[config.mk]
export PLATFORM = sky130hd
export DESIGN_NAME = dadda_bist_engine_flat
export DESIGN_NICKNAME = d
export VERILOG_FILES = /design/src/rtl/dadda_bist_engine_if.sv /design/src/rtl/dadda_bist_engine.sv /design/src/flat_wrapper.sv
export SDC_FILE = /design/constraint.sdc
export NUM_CORES = 1
export LEC_CHECK = 0
export ABC_AREA = 0
export CORE_MARGIN = 8
export CORE_UTILIZATION = 50
export DETAILED_ROUTE_END_ITERATION = 16
export GPL_TIMING_DRIVEN = 0
export PLACE_DENSITY = 0.73
export SLEW_MARGIN = 15
export SYNTH_ARGS = -nofsm -noshare
export SYNTH_HDL_FRONTEND = slang
export SYNTH_SLANG_ARGS = --single-unit
[constraint.sdc]
create_clock -name clk -period 11.5 [get_ports clk]
set_input_delay 1.15 -clock clk [delete_from_list [all_inputs] [get_ports clk]]
set_output_delay 1.15 -clock clk [all_outputs]
set_load 0.03 [all_outputs]
[src/rtl/dadda_bist_engine_if.sv]
// ============================================================================
// Module      : dadda_bist_engine_if
// Description : Control, operand, product and metric signals between the
//               BIST engine (master) and its user / multiplier side (slave).
// Revision    : 1.0 - initial release
// ============================================================================
`default_nettype none

interface dadda_bist_engine_if #(
  parameter int WIDTH = 8
);
  logic                 start;
  logic                 busy;
  logic                 done;
  logic [WIDTH-1:0]     in1;
  logic [WIDTH-1:0]     in2;
  logic [WIDTH-1:0]     out;
  logic [WIDTH-1:0]     overflow;
  logic [2*WIDTH:0]     err_count;
  logic [4*WIDTH-1:0]   err_sum;
  logic [2*WIDTH-1:0]   err_max;
  logic [WIDTH-1:0]     fail_in1;
  logic [WIDTH-1:0]     fail_in2;
  logic                 fail_valid;

  // Engine side: drives operands and results, receives start and the product
  modport master (
    input  start, out, overflow,
    output busy, done, in1, in2, err_count, err_sum, err_max,
           fail_in1, fail_in2, fail_valid
  );

  // User / multiplier side
  modport slave (
    output start, out, overflow,
    input  busy, done, in1, in2, err_count, err_sum, err_max,
           fail_in1, fail_in2, fail_valid
  );
endinterface

`default_nettype wire

[src/rtl/dadda_bist_engine.sv]
// ============================================================================
// Module      : dadda_bist_engine
// Description : Exhaustive stimulus/response engine for WIDTH-bit multipliers.
//               Sweeps every operand pair (in1 outer, in2 inner), holds each
//               pair SETTLE_CYCLES cycles, then compares {overflow,out} with
//               the exact product and accumulates error metrics.
// Revision    : 1.0 - initial release
// ============================================================================
`default_nettype none

module dadda_bist_engine #(
  parameter int WIDTH         = 8,
  parameter int SETTLE_CYCLES = 1
) (
  input  wire logic            clk,
  input  wire logic            rst,
  dadda_bist_engine_if.master  io_bus
);

  localparam int CW = (SETTLE_CYCLES > 1) ? $clog2(SETTLE_CYCLES) : 1;
  localparam logic [CW-1:0] c_cnt_last = CW'(SETTLE_CYCLES - 1);

  localparam logic [1:0] c_IDLE   = 2'd0;
  localparam logic [1:0] c_DRIVE  = 2'd1;
  localparam logic [1:0] c_SAMPLE = 2'd2;
  localparam logic [1:0] c_DONE   = 2'd3;

  logic [1:0]           r_state;
  logic [CW-1:0]        r_cnt;
  logic [WIDTH-1:0]     r_in1;
  logic [WIDTH-1:0]     r_in2;
  logic [2*WIDTH:0]     r_err_count;
  logic [4*WIDTH-1:0]   r_err_sum;
  logic [2*WIDTH-1:0]   r_err_max;
  logic [WIDTH-1:0]     r_fail_in1;
  logic [WIDTH-1:0]     r_fail_in2;
  logic                 r_fail_valid;

  logic                 w_accept;
  logic                 w_last_pair;
  logic [2*WIDTH-1:0]   w_exact;
  logic [2*WIDTH-1:0]   w_dut;
  logic [2*WIDTH-1:0]   w_ed;
  logic                 w_mismatch;

  // Start is only honoured while idle or finished
  assign w_accept    = io_bus.start && ((r_state == c_IDLE) || (r_state == c_DONE));
  assign w_last_pair = (&r_in1) && (&r_in2);

  // Reference product and absolute error distance of the current pair
  assign w_exact    = {{WIDTH{1'b0}}, r_in1} * {{WIDTH{1'b0}}, r_in2};
  assign w_dut      = {io_bus.overflow, io_bus.out};
  assign w_ed       = (w_exact >= w_dut) ? (w_exact - w_dut) : (w_dut - w_exact);
  assign w_mismatch = (w_ed != '0);

  // Sequencer: DRIVE for SETTLE_CYCLES cycles, then one SAMPLE cycle per pair
  always_ff @(posedge clk or posedge rst) begin
    if (rst) begin
      r_state <= c_IDLE;
      r_cnt   <= '0;
    end else begin
      case (r_state)
        c_IDLE, c_DONE: begin
          if (w_accept) begin
            r_state <= c_DRIVE;
            r_cnt   <= '0;
          end
        end
        c_DRIVE: begin
          r_cnt <= r_cnt + {{(CW-1){1'b0}}, 1'b1};
          if (r_cnt == c_cnt_last) begin
            r_state <= c_SAMPLE;
          end
        end
        c_SAMPLE: begin
          r_cnt   <= '0;
          r_state <= w_last_pair ? c_DONE : c_DRIVE;
        end
        default: begin
          r_state <= c_IDLE;
          r_cnt   <= '0;
        end
      endcase
    end
  end

  // Operand generator: in2 is the inner loop; the final pair stays at all-ones
  always_ff @(posedge clk or posedge rst) begin
    if (rst) begin
      r_in1 <= '0;
      r_in2 <= '0;
    end else if (w_accept) begin
      r_in1 <= '0;
      r_in2 <= '0;
    end else if ((r_state == c_SAMPLE) && !w_last_pair) begin
      {r_in1, r_in2} <= {r_in1, r_in2} + {{(2*WIDTH-1){1'b0}}, 1'b1};
    end
  end

  // Error metrics: cleared on accepted start, updated only in SAMPLE
  always_ff @(posedge clk or posedge rst) begin
    if (rst) begin
      r_err_count  <= '0;
      r_err_sum    <= '0;
      r_err_max    <= '0;
      r_fail_in1   <= '0;
      r_fail_in2   <= '0;
      r_fail_valid <= 1'b0;
    end else if (w_accept) begin
      r_err_count  <= '0;
      r_err_sum    <= '0;
      r_err_max    <= '0;
      r_fail_in1   <= '0;
      r_fail_in2   <= '0;
      r_fail_valid <= 1'b0;
    end else if ((r_state == c_SAMPLE) && w_mismatch) begin
      r_err_count <= r_err_count + {{(2*WIDTH){1'b0}}, 1'b1};
      r_err_sum   <= r_err_sum + {{(2*WIDTH){1'b0}}, w_ed};
      if (w_ed > r_err_max) begin
        r_err_max <= w_ed;
      end
      if (!r_fail_valid) begin
        r_fail_in1   <= r_in1;
        r_fail_in2   <= r_in2;
        r_fail_valid <= 1'b1;
      end
    end
  end

  assign io_bus.busy       = (r_state == c_DRIVE) || (r_state == c_SAMPLE);
  assign io_bus.done       = (r_state == c_DONE);
  assign io_bus.in1        = r_in1;
  assign io_bus.in2        = r_in2;
  assign io_bus.err_count  = r_err_count;
  assign io_bus.err_sum    = r_err_sum;
  assign io_bus.err_max    = r_err_max;
  assign io_bus.fail_in1   = r_fail_in1;
  assign io_bus.fail_in2   = r_fail_in2;
  assign io_bus.fail_valid = r_fail_valid;

endmodule

`default_nettype wire

[src/flat_wrapper.sv]
// flat-port wrapper written by rule: the top's interface ports become plain ports
module dadda_bist_engine_flat 
#(
  parameter int WIDTH         = 8,
  parameter int SETTLE_CYCLES = 1
)
  (clk, rst, io_bus_start, io_bus_out, io_bus_overflow, io_bus_busy, io_bus_done, io_bus_in1, io_bus_in2, io_bus_err_count, io_bus_err_sum, io_bus_err_max, io_bus_fail_in1, io_bus_fail_in2, io_bus_fail_valid);
  dadda_bist_engine_if #(.WIDTH(WIDTH)) io_bus_i ();
  input  wire logic clk;
  input  wire logic rst;
  input wire logic [$bits(io_bus_i.start)-1:0] io_bus_start;
  input wire logic [$bits(io_bus_i.out)-1:0] io_bus_out;
  input wire logic [$bits(io_bus_i.overflow)-1:0] io_bus_overflow;
  output wire logic [$bits(io_bus_i.busy)-1:0] io_bus_busy;
  output wire logic [$bits(io_bus_i.done)-1:0] io_bus_done;
  output wire logic [$bits(io_bus_i.in1)-1:0] io_bus_in1;
  output wire logic [$bits(io_bus_i.in2)-1:0] io_bus_in2;
  output wire logic [$bits(io_bus_i.err_count)-1:0] io_bus_err_count;
  output wire logic [$bits(io_bus_i.err_sum)-1:0] io_bus_err_sum;
  output wire logic [$bits(io_bus_i.err_max)-1:0] io_bus_err_max;
  output wire logic [$bits(io_bus_i.fail_in1)-1:0] io_bus_fail_in1;
  output wire logic [$bits(io_bus_i.fail_in2)-1:0] io_bus_fail_in2;
  output wire logic [$bits(io_bus_i.fail_valid)-1:0] io_bus_fail_valid;
  assign io_bus_i.start = io_bus_start;
  assign io_bus_i.out = io_bus_out;
  assign io_bus_i.overflow = io_bus_overflow;
  assign io_bus_busy = io_bus_i.busy;
  assign io_bus_done = io_bus_i.done;
  assign io_bus_in1 = io_bus_i.in1;
  assign io_bus_in2 = io_bus_i.in2;
  assign io_bus_err_count = io_bus_i.err_count;
  assign io_bus_err_sum = io_bus_i.err_sum;
  assign io_bus_err_max = io_bus_i.err_max;
  assign io_bus_fail_in1 = io_bus_i.fail_in1;
  assign io_bus_fail_in2 = io_bus_i.fail_in2;
  assign io_bus_fail_valid = io_bus_i.fail_valid;
  dadda_bist_engine #(.WIDTH(WIDTH), .SETTLE_CYCLES(SETTLE_CYCLES)) u_core (.clk(clk), .rst(rst), .io_bus(io_bus_i));
endmodule
After elaboration in Yosys (flattened, before gate mapping)
Cells that the tools add are included.
{"block": "totals", "regBits": 101, "inputBits": 19, "out_inout_bits": 100, "wordCells": 69}
{"block": "op_classes", "addsub": 6, "n_mul": 1, "n_lt_le_gt_ge": 2, "eq_ne": 6, "mux": 26, "reduce_logical": 18}
{"operator": "$mux 8", "count": 10}
{"operator": "$mux 16", "count": 4}
{"operator": "$mux 32", "count": 2}
{"operator": "$mux 17", "count": 2}
{"operator": "$add 32x16->32", "count": 1}
{"operator": "$sub 16x16->16", "count": 2}
{"operator": "$add 17x1->17 const B", "count": 1}
{"operator": "$add 16x1->16 const B", "count": 1}
{"operator": "$ge 16x16->1", "count": 1}
{"operator": "$gt 16x16->1", "count": 1}
{"operator": "$mul 8x8->16", "count": 1}
{"operator": "$reduce_and 8->1", "count": 2}
{"operator": "$reduce_bool 16->1", "count": 1}
{"operator": "$mux 2", "count": 3}
{"operator": "$pmux 2 s3", "count": 1}
{"operator": "$reduce_and 2->1", "count": 3}
{"operator": "$reduce_bool 2->1", "count": 3}
{"operator": "$eq 2x2->1 const B", "count": 2}
{"operator": "$logic_and 1x1->1", "count": 4}
{"operator": "$ne 2x2->1 const B", "count": 2}
{"operator": "$mux 1", "count": 3}
{"operator": "$pmux 1 s3", "count": 1}
{"operator": "$eq 2x1->1 const B", "count": 1}
{"operator": "$logic_not 2->1", "count": 1}
{"operator": "5 further kinds", "count": 6}

Logic depth before layout (Yosys ltp)
Gate-level depths: netlist of the first run.
{"block": "logic_depth", "depth_word": 7, "ltp_mapped": 43, "ltp_nobuf": 38}

Worst setup path after synthesis of the first run
Ideal clock, no wire load.
{"block": "synth_path", "path_kind": "reg-to-reg", "startpoint": "reg u_core.r_in1[0] (netlist: u_core.io_bus.in1[0])", "endpoint": "reg u_core.r_err_sum[25] (netlist: u_core.io_bus.err_sum[25])", "arrival_time_ns": 9.034, "t_required_ns": 11.368, "path_slack_ns": 2.334, "path_stages_with_launch": 39, "path_buffers": 3, "period_less_slack_ns": 9.166, "path_cell_list": "dfrtp_1 clkbuf_1 nand2_1 fa_1 fa_1 inv_1 fa_1 inv_1 fa_1 inv_1 ha_1 inv_1 o21bai_1 a21oi_1 o21bai_1 a21oi_1 nor2b_1 o21a_1 (+3 left out) clkbuf_1 nand4_1 a311o_1 o211ai_1 buf_4 mux2i_1 xor2_1 ha_1 a2111oi_0 o21ai_0 a41o_1 a41oi_1 a21oi_1 or3_1 a21oi_1 a2111oi_0 xnor2_1 nor2_1"}
{"block": "synth_via", "elab_chain_len": 6, "word_cells_on_any_way": 11}
{"item": "start: declaration", "line_no": "dadda_bist_engine.sv:30", "text": "logic [WIDTH-1:0] r_in1;"}
{"item": "start signal: assignment", "line_no": "dadda_bist_engine.sv:96", "text": "{r_in1, r_in2} <= {r_in1, r_in2} + {{(2*WIDTH-1){1'b0}}, 1'b1};"}
{"item": "$mul 8x8->16 *", "line_no": "dadda_bist_engine.sv:51", "text": "assign w_exact = {{WIDTH{1'b0}}, r_in1} * {{WIDTH{1'b0}}, r_in2};"}
{"item": "$sub 16x16->16 / $ge 16x16->1 (equally long branches)", "line_no": "dadda_bist_engine.sv:53", "text": "assign w_ed = (w_exact >= w_dut) ? (w_exact - w_dut) : (w_dut - w_exact);"}
{"item": "$mux 16 *", "line_no": "dadda_bist_engine.sv:53"}
{"item": "$add 32x16->32 / $reduce_bool 16->1 (equally long branches)", "line_no": "dadda_bist_engine.sv:118, dadda_bist_engine.sv:54"}
{"item": "$mux 32 / $logic_and 1x1->1 (equally long branches)", "line_no": "dadda_bist_engine.sv:116", "text": "end else if ((r_state == c_SAMPLE) && w_mismatch) begin"}
{"item": "$mux 32 / $reduce_bool 2->1 (equally long branches)"}
{"item": "end signal: assignment", "line_no": "dadda_bist_engine.sv:118", "text": "r_err_sum <= r_err_sum + {{(2*WIDTH){1'b0}}, w_ed};"}
{"item": "end: declaration", "line_no": "dadda_bist_engine.sv:33", "text": "logic [4*WIDTH-1:0] r_err_sum;"}
Mark *: on every way between the ends. The rest lies on a longest branch, timed or not. The select of a mux whose other input is x is not followed.
A chain may end at the register's enable or synchronous reset.

Worst setup path in the final report of the first run
{"block": "layout_path", "startpoint": "reg u_core.r_in2[3] (netlist: u_core.io_bus.in2[3])", "endpoint": "reg u_core.r_err_sum[31] (netlist: u_core.io_bus.err_sum[31])"}
{"block": "layout_via", "elab_chain_len": 6, "word_cells_on_any_way": 11}
{"item": "start: declaration", "line_no": "dadda_bist_engine.sv:31", "text": "logic [WIDTH-1:0] r_in2;"}
{"item": "start signal: assignment", "line_no": "dadda_bist_engine.sv:96"}
{"item": "$mul 8x8->16 *", "line_no": "dadda_bist_engine.sv:51"}
{"item": "$sub 16x16->16 / $ge 16x16->1 (equally long branches)", "line_no": "dadda_bist_engine.sv:53"}
{"item": "$mux 16 *", "line_no": "dadda_bist_engine.sv:53"}
{"item": "$add 32x16->32 / $reduce_bool 16->1 (equally long branches)", "line_no": "dadda_bist_engine.sv:118, dadda_bist_engine.sv:54"}
{"item": "$mux 32 / $logic_and 1x1->1 (equally long branches)", "line_no": "dadda_bist_engine.sv:116"}
{"item": "$mux 32 / $reduce_bool 2->1 (equally long branches)"}
Marks and branches as above.

==> results of run 1 <==
flip-flops by register name, indices dropped and copies added (netlist names), 2 cells and up:
signal                   count
u_core.io_bus.err_sum       32
u_core.io_bus.err_count     17
u_core.io_bus.err_max       16
u_core.io_bus.fail_in1       8
u_core.io_bus.fail_in2       8
u_core.io_bus.in1            8
u_core.io_bus.in2            8
u_core.r_state               2
power breakdown:
part           leakage (nW)  switching, mW  total [mW]  internal (mW)
Sequential             1.39         0.0571       0.469          0.412
Combinational          3.82          0.516       0.809          0.293
Clock                 0.149          0.139       0.321          0.182
layout make-up:
cell class / instances / share of cell area
buffer: 63 / 0.0265
timing repair buffer: 119 / 0.105
sequential: 101 / 0.219
tap: 265 / 0.0287
clock inverter: 4 / 0.00477
inverter: 122 / 0.0401
clock buffer: 12 / 0.0222
multi-input combinational: 843 / 0.554
layer usage:
metal | part of all wire | GRT usage | routed length (um) | up-vias
li1 | - | - | - | 4150
met3 | 0.055 | 0.0366 | 1470 | 39
met5 | 0 | 0 | 0 | -
met2 | 0.47 | 0.370 | 12700 | 234
met1 | 0.45 | 0.295 | 11900 | 4236
met4 | 0.024 | 0.0728 | 629 | 0
placed cells by master (no fill, tap or decap), types with 5 or more instances in the layout:
cell	instances
a211oi_1	19
a21o_1	22
a21oi_1	67
a31oi_1	8
and2_1	59
and3_1	12
buf_2	12
buf_4	6
clkbuf_1	41
clkbuf_16	9
clkdlybuf4s50_1	118
dfrtp_1	101
fa_1	39
ha_1	108
inv_1	121
mux2i_1	9
nand2_1	85
nand2b_1	11
nand3_1	56
nand4_1	11
nor2_1	76
nor2b_1	9
nor3_1	10
o211ai_1	7
o21a_1	7
o21ai_0	50
o21bai_1	9
o31ai_1	23
o41ai_1	7
or2_2	5
or3_1	5
or4_1	11
xnor2_1	31
xor2_1	28
logic make-up (layout without fill, tap and decap cells):
logic type,Yosys count,count (layout),share of synthesized area
AND/OR/NAND/NOR,367,367,0.193
AO/OA/AOI/OAI,258,258,0.178
buffers and inverters,185,320,0.0789
adder cells (fa/ha/maj),147,147,0.220
flip-flops,101,101,0.261
XOR/XNOR,60,60,0.0551
multiplexers,11,11,0.0132
path summary, 6_finish.rpt:
check | slack (ps) | start | cells past startpoint | end
max in group asynchronous | 9740 | rst | 3 | u_core.io_bus.err_max[10]
setup reg to reg | 1010 | u_core.io_bus.in2[3] | 39 | u_core.io_bus.err_sum[31]
hold / removal | 540 | u_core.io_bus.fail_in2[6] | 2 | u_core.io_bus.fail_in2[6]
setup / recovery | 1010 | u_core.io_bus.in2[3] | 39 | u_core.io_bus.err_sum[31]
min in group asynchronous | 1100 | rst | 2 | u_core.io_bus.in2[6]
hold reg to reg | 540 | u_core.io_bus.fail_in2[6] | 2 | u_core.io_bus.fail_in2[6]
stage by stage:
| step | instance area, sq um | hold slack (ps) | cells | util | setup slack [ps] |
|---|---|---|---|---|---|
| final | 11500 | 535 | 1529 | 0.600 | 1010 |
| after global routing | 11500 | 573 | 1529 | 0.600 | 352 |
| after CTS | 11500 | 539 | 1529 | 0.600 | 1050 |
| after detailed placement | 11200 | 523 | 1513 | 0.584 | 1110 |
| after global placement | 11200 | 509 | 1512 | 0.583 | 1330 |
| after floorplan | 9680 | 479 | 1129 | - | 2330 |
worst max-delay path: cells and delay by family, from the launching register on:
kind | cells | cell delay, ps
xor+xnor | 2 | 580
simple gates | 7 | 1350
mux | 1 | 230
flops | 1 | 410
compound gates | 16 | 3780
buf+inv | 6 | 1000
fa+ha+maj | 7 | 2940
==> summary.txt, run 1 <==
Timing
  – Final worst-path cycle share: 0.912
  – Clk_skew: 6.97 ps
  – Setup TNS: 0 ps
  – Max Slew Vio Count: 0
  – RSZ-0062 raised after global routing: false
  – Relative slew slack: 0.528
  – FMAX: 95.4 MHz
  – Count of endpoints failing setup in the final report: 0
  – Tmin final: around 10000 ps
  – Worst Tran Pin Value: ~710 ps
  – Final Hold Fails: 0

Clock network
  – CTS Buf Count: 9
  – Clock Tree Buf Depth: 2
  – # Post-CTS Setup Buffers: 0
  – Clock transition at path regs: about 70 ps
  – Worst-skew pair later-pin latency: 350 ps
  – Cts repair resizes: 0
  – Hold-fix buffers, CTS: 0
  – H-tree Lvls: 3
  – Root Buffer: clkbuf_16
  – TritonCTS clock tree: yes
  – # clock sinks: 101

Routing
  – Drt drc: 0
  – Post-Route WL: 26700 um
  – Routed vias/inst: ~5.7
  – TritonRoute pass-1 iters: 5
  – Detailed Route Iter0 Violations: ~670
  – Via count: 8659
  – Drt wl/cell: between 15 and 20 um
  – Antenna Nets Post-Route: 0

Worst setup path
  – CP max stage cell: fa_1
  – CP max FO: 10
  – Kind of critical path: register to register
  – Max stage delay on crit path: between 500 and 600 ps
  – Startpoint types: register
  – Setup crit end kind: register
  – Most used cell, CP: a21oi_1
  – CP arrival: about 11000 ps
  – CP Data Required Time: around 12000 ps

Pwr
  – PwrDens: roughly 140 nW/um^2
  – PnR Total Power: 1.60 mW
  – Max IR drop VDD: about 0.076 mV
  – Leak: around 5.4 nW

Synthesis
  – Synth cell types: a little over 70
  – Cell area after synthesis: approximately 9700 sq um
  – Syn avg cell area: 8.57 sq um
  – Synth top area cells: dfrtp_1, ha_1, fa_1
  – Number of flops mapped to enable cells by yosys: 0
  – Cell with the most instances after synthesis: inv_1
  – Gate count after technology mapping: ~1100
  – Yosys warnings: 0
  – Commonest cells post-synth: inv_1, ha_1, dfrtp_1
  – Seq/Total Area, Yosys: 0.261
  – Yosys top cell area share: 0.261
  – Flops & latches, synth: a little over 100
  – Mapped Nets: about 1300
  – Post-synth ARST share: 1.00
  – Top FF cell, synth: dfrtp_1
  – Area leader, netlist: dfrtp_1

Die
  – Starting Density: 0.504
  – I/O Pins: around 120
  – Die width: approximately 160 um
  – Row Count: about 50
  – Area of the core: 19200 sq um
  – Die Y-Extent: around 160 um
  – Die Area: between 20000 and 25000 sq um

Layout
  – Antenna cells: 0
  – Sequential cell area: around 2500 sq um
  – Synth-to-layout area growth: 19.2%
  – Fill count: roughly 1700
  – Layout Nets: 1425
  – Fraction of layout cells with a size suffix above 1: 0.0498
  – Area taken by multi-input logic gates: roughly 6400 sq um

Worst hold path
  – Hold Path Class: register to register

GRT
  – Largest net degree at the start of global routing: 83
  – First-pass GRT wire length: about 44000 um
  – Gr ovfl total: 0
  – Initial antenna violation count: 0
  – Vias in the first global route: between 8000 and 9000
  – Total track usage: 0.225

Placed design
  – Port Buffers: between 100 and 150
  – Gpl congestion: 0.910
  – Placed wire-length estimate: ~21000 um

Outcome
  – Status: completed

Run
  – # Max-Cap Violations: 0
(Power assumes the default switching activity.)
==> inputs of run 2 (changes only) <==
PLACE_DENSITY = 0.72   (was 0.73)
SKIP_CTS_REPAIR_TIMING = 1   (was unset)
==> run 2 against run 1 <==
  * Final cell count about the same
  * First-iteration DRC count decreased by 16%
  * Via count about the same
  * Sequential power about the same
==> summary.txt, run 2 (synthesis results as in run 1) <==
GRT
  – Total track usage: 0.223 (was 0.225)
  – Vias in the first global route: 8372 (was 8491)
  – Initial antenna violation count: 0 (unchanged)
  – Gr ovfl total: 0 (unchanged)
  – First-pass GRT wire length: 43400 um (was 43700 um)
  – Largest net degree at the start of global routing: 53 (was 83)

Worst setup path
  – Startpoint types: register (unchanged)
  – Start point of the critical path: u_core.io_bus.in2[3] (unchanged)
  – Most used cell, CP: a21oi_1 (unchanged)
  – Reg2Reg Setup Slack: 980 ps (was 1010 ps)
  – Max stage delay on crit path: 570 ps (was 560 ps)
  – CP max FO: 10 (unchanged)
  – CP arrival: 10730 ps (was 10690 ps)
  – Setup crit end kind: register (unchanged)
  – CP Data Required Time: 11710 ps (was 11700 ps)
  – Reg2reg start: u_core.io_bus.in2[3] (unchanged)
  – Kind of critical path: register to register (unchanged)
  – CP max stage cell: fa_1 (unchanged)

Timing
  – Relative slew slack: 0.513 (was 0.528)
  – Final worst slack: 983 ps (was 1010 ps)
  – Worst Tran Pin Value: 730 ps (was 705 ps)
  – Final Hold Fails: 0 (unchanged)
  – Count of endpoints failing setup in the final report: 0 (unchanged)
  – Tmin final: 10520 ps (was 10490 ps)
  – Setup TNS: 0 ps (unchanged)
  – FMAX: 95.1 MHz (was 95.4 MHz)
  – Final worst-path cycle share: 0.915 (was 0.912)
  – Clk_skew: 10.6 ps (was 6.97 ps)
  – RSZ-0062 raised after global routing: false (unchanged)
  – Max Slew Vio Count: 0 (unchanged)

Pwr
  – Leak: 5.33 nW (was 5.35 nW)
  – PwrDens: 136 nW/um^2 (was 139 nW/um^2)
  – Max IR drop VDD: 0.0780 mV (was 0.0761 mV)

Routing
  – Antenna Nets Post-Route: 0 (unchanged)
  – Routed vias/inst: 5.66 (about the same)
  – Detailed Route Iter0 Violations: 561 (was 666)
  – Via count: 8656 (was 8659)
  – Post-Route WL: 26800 um (was 26700 um)
  – Drt wl/cell: 17.5 um (about the same)
  – TritonRoute pass-1 iters: 5 (unchanged)
  – Drt drc: 0 (unchanged)

Layout
  – Finished Layout Cells: 1528 (was 1529)
  – Most frequent cells in the layout: inv_1, clkdlybuf4s50_1, ha_1, dfrtp_1, nand2_1 (unchanged)
  – Layout Nets: 1425 (unchanged)
  – Fill count: 1725 (was 1713)
  – Synth-to-layout area growth: 18.7% (was 19.2%)
  – Max reg flops: 32 (unchanged)
  – Commonest non-fill, non-tap cell in the layout: inv_1 (unchanged)
  – Fraction of layout cells with a size suffix above 1: 0.0491 (was 0.0498)
  – Antenna cells: 0 (unchanged)

Placed design
  – Port Buffers: 118 (unchanged)
  – Placed wire-length estimate: 21100 um (was 20900 um)
  – Gpl congestion: 0.915 (was 0.910)
  – Placement Setup Slack: 1130 ps (was 1110 ps)
  – Inst Count DP: 1513 (unchanged)

Clock network
  – Worst-skew pair later-pin latency: 360 ps (was 350 ps)
  – Clock transition at path regs: 70 ps (about the same)
  – TritonCTS clock tree: yes (unchanged)
  – Root Buffer: clkbuf_16 (unchanged)
  – CTS Buf Count: 9 (unchanged)
  – Clock Tree Buf Depth: 2 (unchanged)
  – # clock sinks: 101 (unchanged)
  – H-tree Lvls: 3 (unchanged)

Outcome
  – Status: completed (unchanged)

Worst hold path
  – Hold path startpoint: u_core.io_bus.fail_in2[1] (was u_core.io_bus.fail_in2[6])
  – Hold Path Class: register to register (unchanged)

Die
  – Row Count: 51 (unchanged)
  – Die Y-Extent: 155 um (unchanged)
  – I/O Pins: 119 (unchanged)
  – Die Area: 24100 sq um (unchanged)
  – Starting Density: 0.504 (unchanged)
  – Area of the core: 19200 sq um (unchanged)
  – Die width: 155 um (unchanged)

Run
  – # Max-Cap Violations: 0 (unchanged)
[run 2: changes by cell type in the layout (fill, tap and decap cells not counted)]
cell | previous run | this run
clkinvlp_4 | 1 | 2
clkinv_2 | 0 | 1
bufinv_16 | 1 | 0
clkbuf_8 | 2 | 0
[run 2: metrics by stage]
step / area (sq um) / util / hold WS, ps / total power [mW]
floorplan: 9680 / - / 479 / 0.992
global placement: 11200 / 0.583 / 493 / 1.26
detailed placement: 11200 / 0.584 / 498 / 1.28
CTS: 11500 / 0.598 / 515 / 1.57
global route: 11500 / 0.598 / 545 / 1.66
finish: 11500 / 0.598 / 515 / 1.56
[run 2: cell type report]
class	instances	area [sq um]	area share
multi-input combinational	843	6390	0.556
sequential	101	2530	0.220
timing repair buffer	119	1210	0.105
inverter	122	463	0.0403
tap	265	332	0.0289
buffer	63	305	0.0266
clock buffer	10	229	0.0199
clock inverter	5	37.5	0.00327
[run 2: path summary, 6_finish.rpt]
check / end / depth (start not counted)
setup / recovery: u_core.io_bus.err_sum[29] / 39
hold / removal: u_core.io_bus.fail_in2[1] / 2
setup reg to reg: u_core.io_bus.err_sum[29] / 39
max in group asynchronous: u_core.io_bus.err_max[3] / 3
min in group asynchronous: u_core.io_bus.err_count[12] / 2
hold reg to reg: u_core.io_bus.fail_in2[1] / 2
[run 2: worst max-delay path: cells and delay by family (launching register included)]
family	cells	cell delay (ps)
xor gates and xnor gates	2	630
adders and majority gates	7	2970
buffers and inverters	6	990
AOI/OAI and AO/OA	16	3780
and+or+nand+nor	7	1360
muxes	1	230
DFF	1	400
[run 2: per-layer routing]
| layer | part of all wire | vias up | track usage |
|---|---|---|---|
| met5 | 0 | - | 0 |
| met3 | 0.059 | 33 | 0.0380 |
| met1 | 0.43 | 4242 | 0.286 |
| met2 | 0.49 | 236 | 0.380 |
| li1 | - | 4145 | - |
| met4 | 0.019 | 0 | 0.0579 |
[run 2: power breakdown]
part | total, mW | switching, mW | leakage [nW] | internal [mW]
sequential | 0.467 | 0.0549 | 1.39 | 0.412
combinational | 0.808 | 0.515 | 3.82 | 0.293
clock | 0.289 | 0.143 | 0.125 | 0.147
total | 1.56 | 0.713 | 5.33 | 0.851
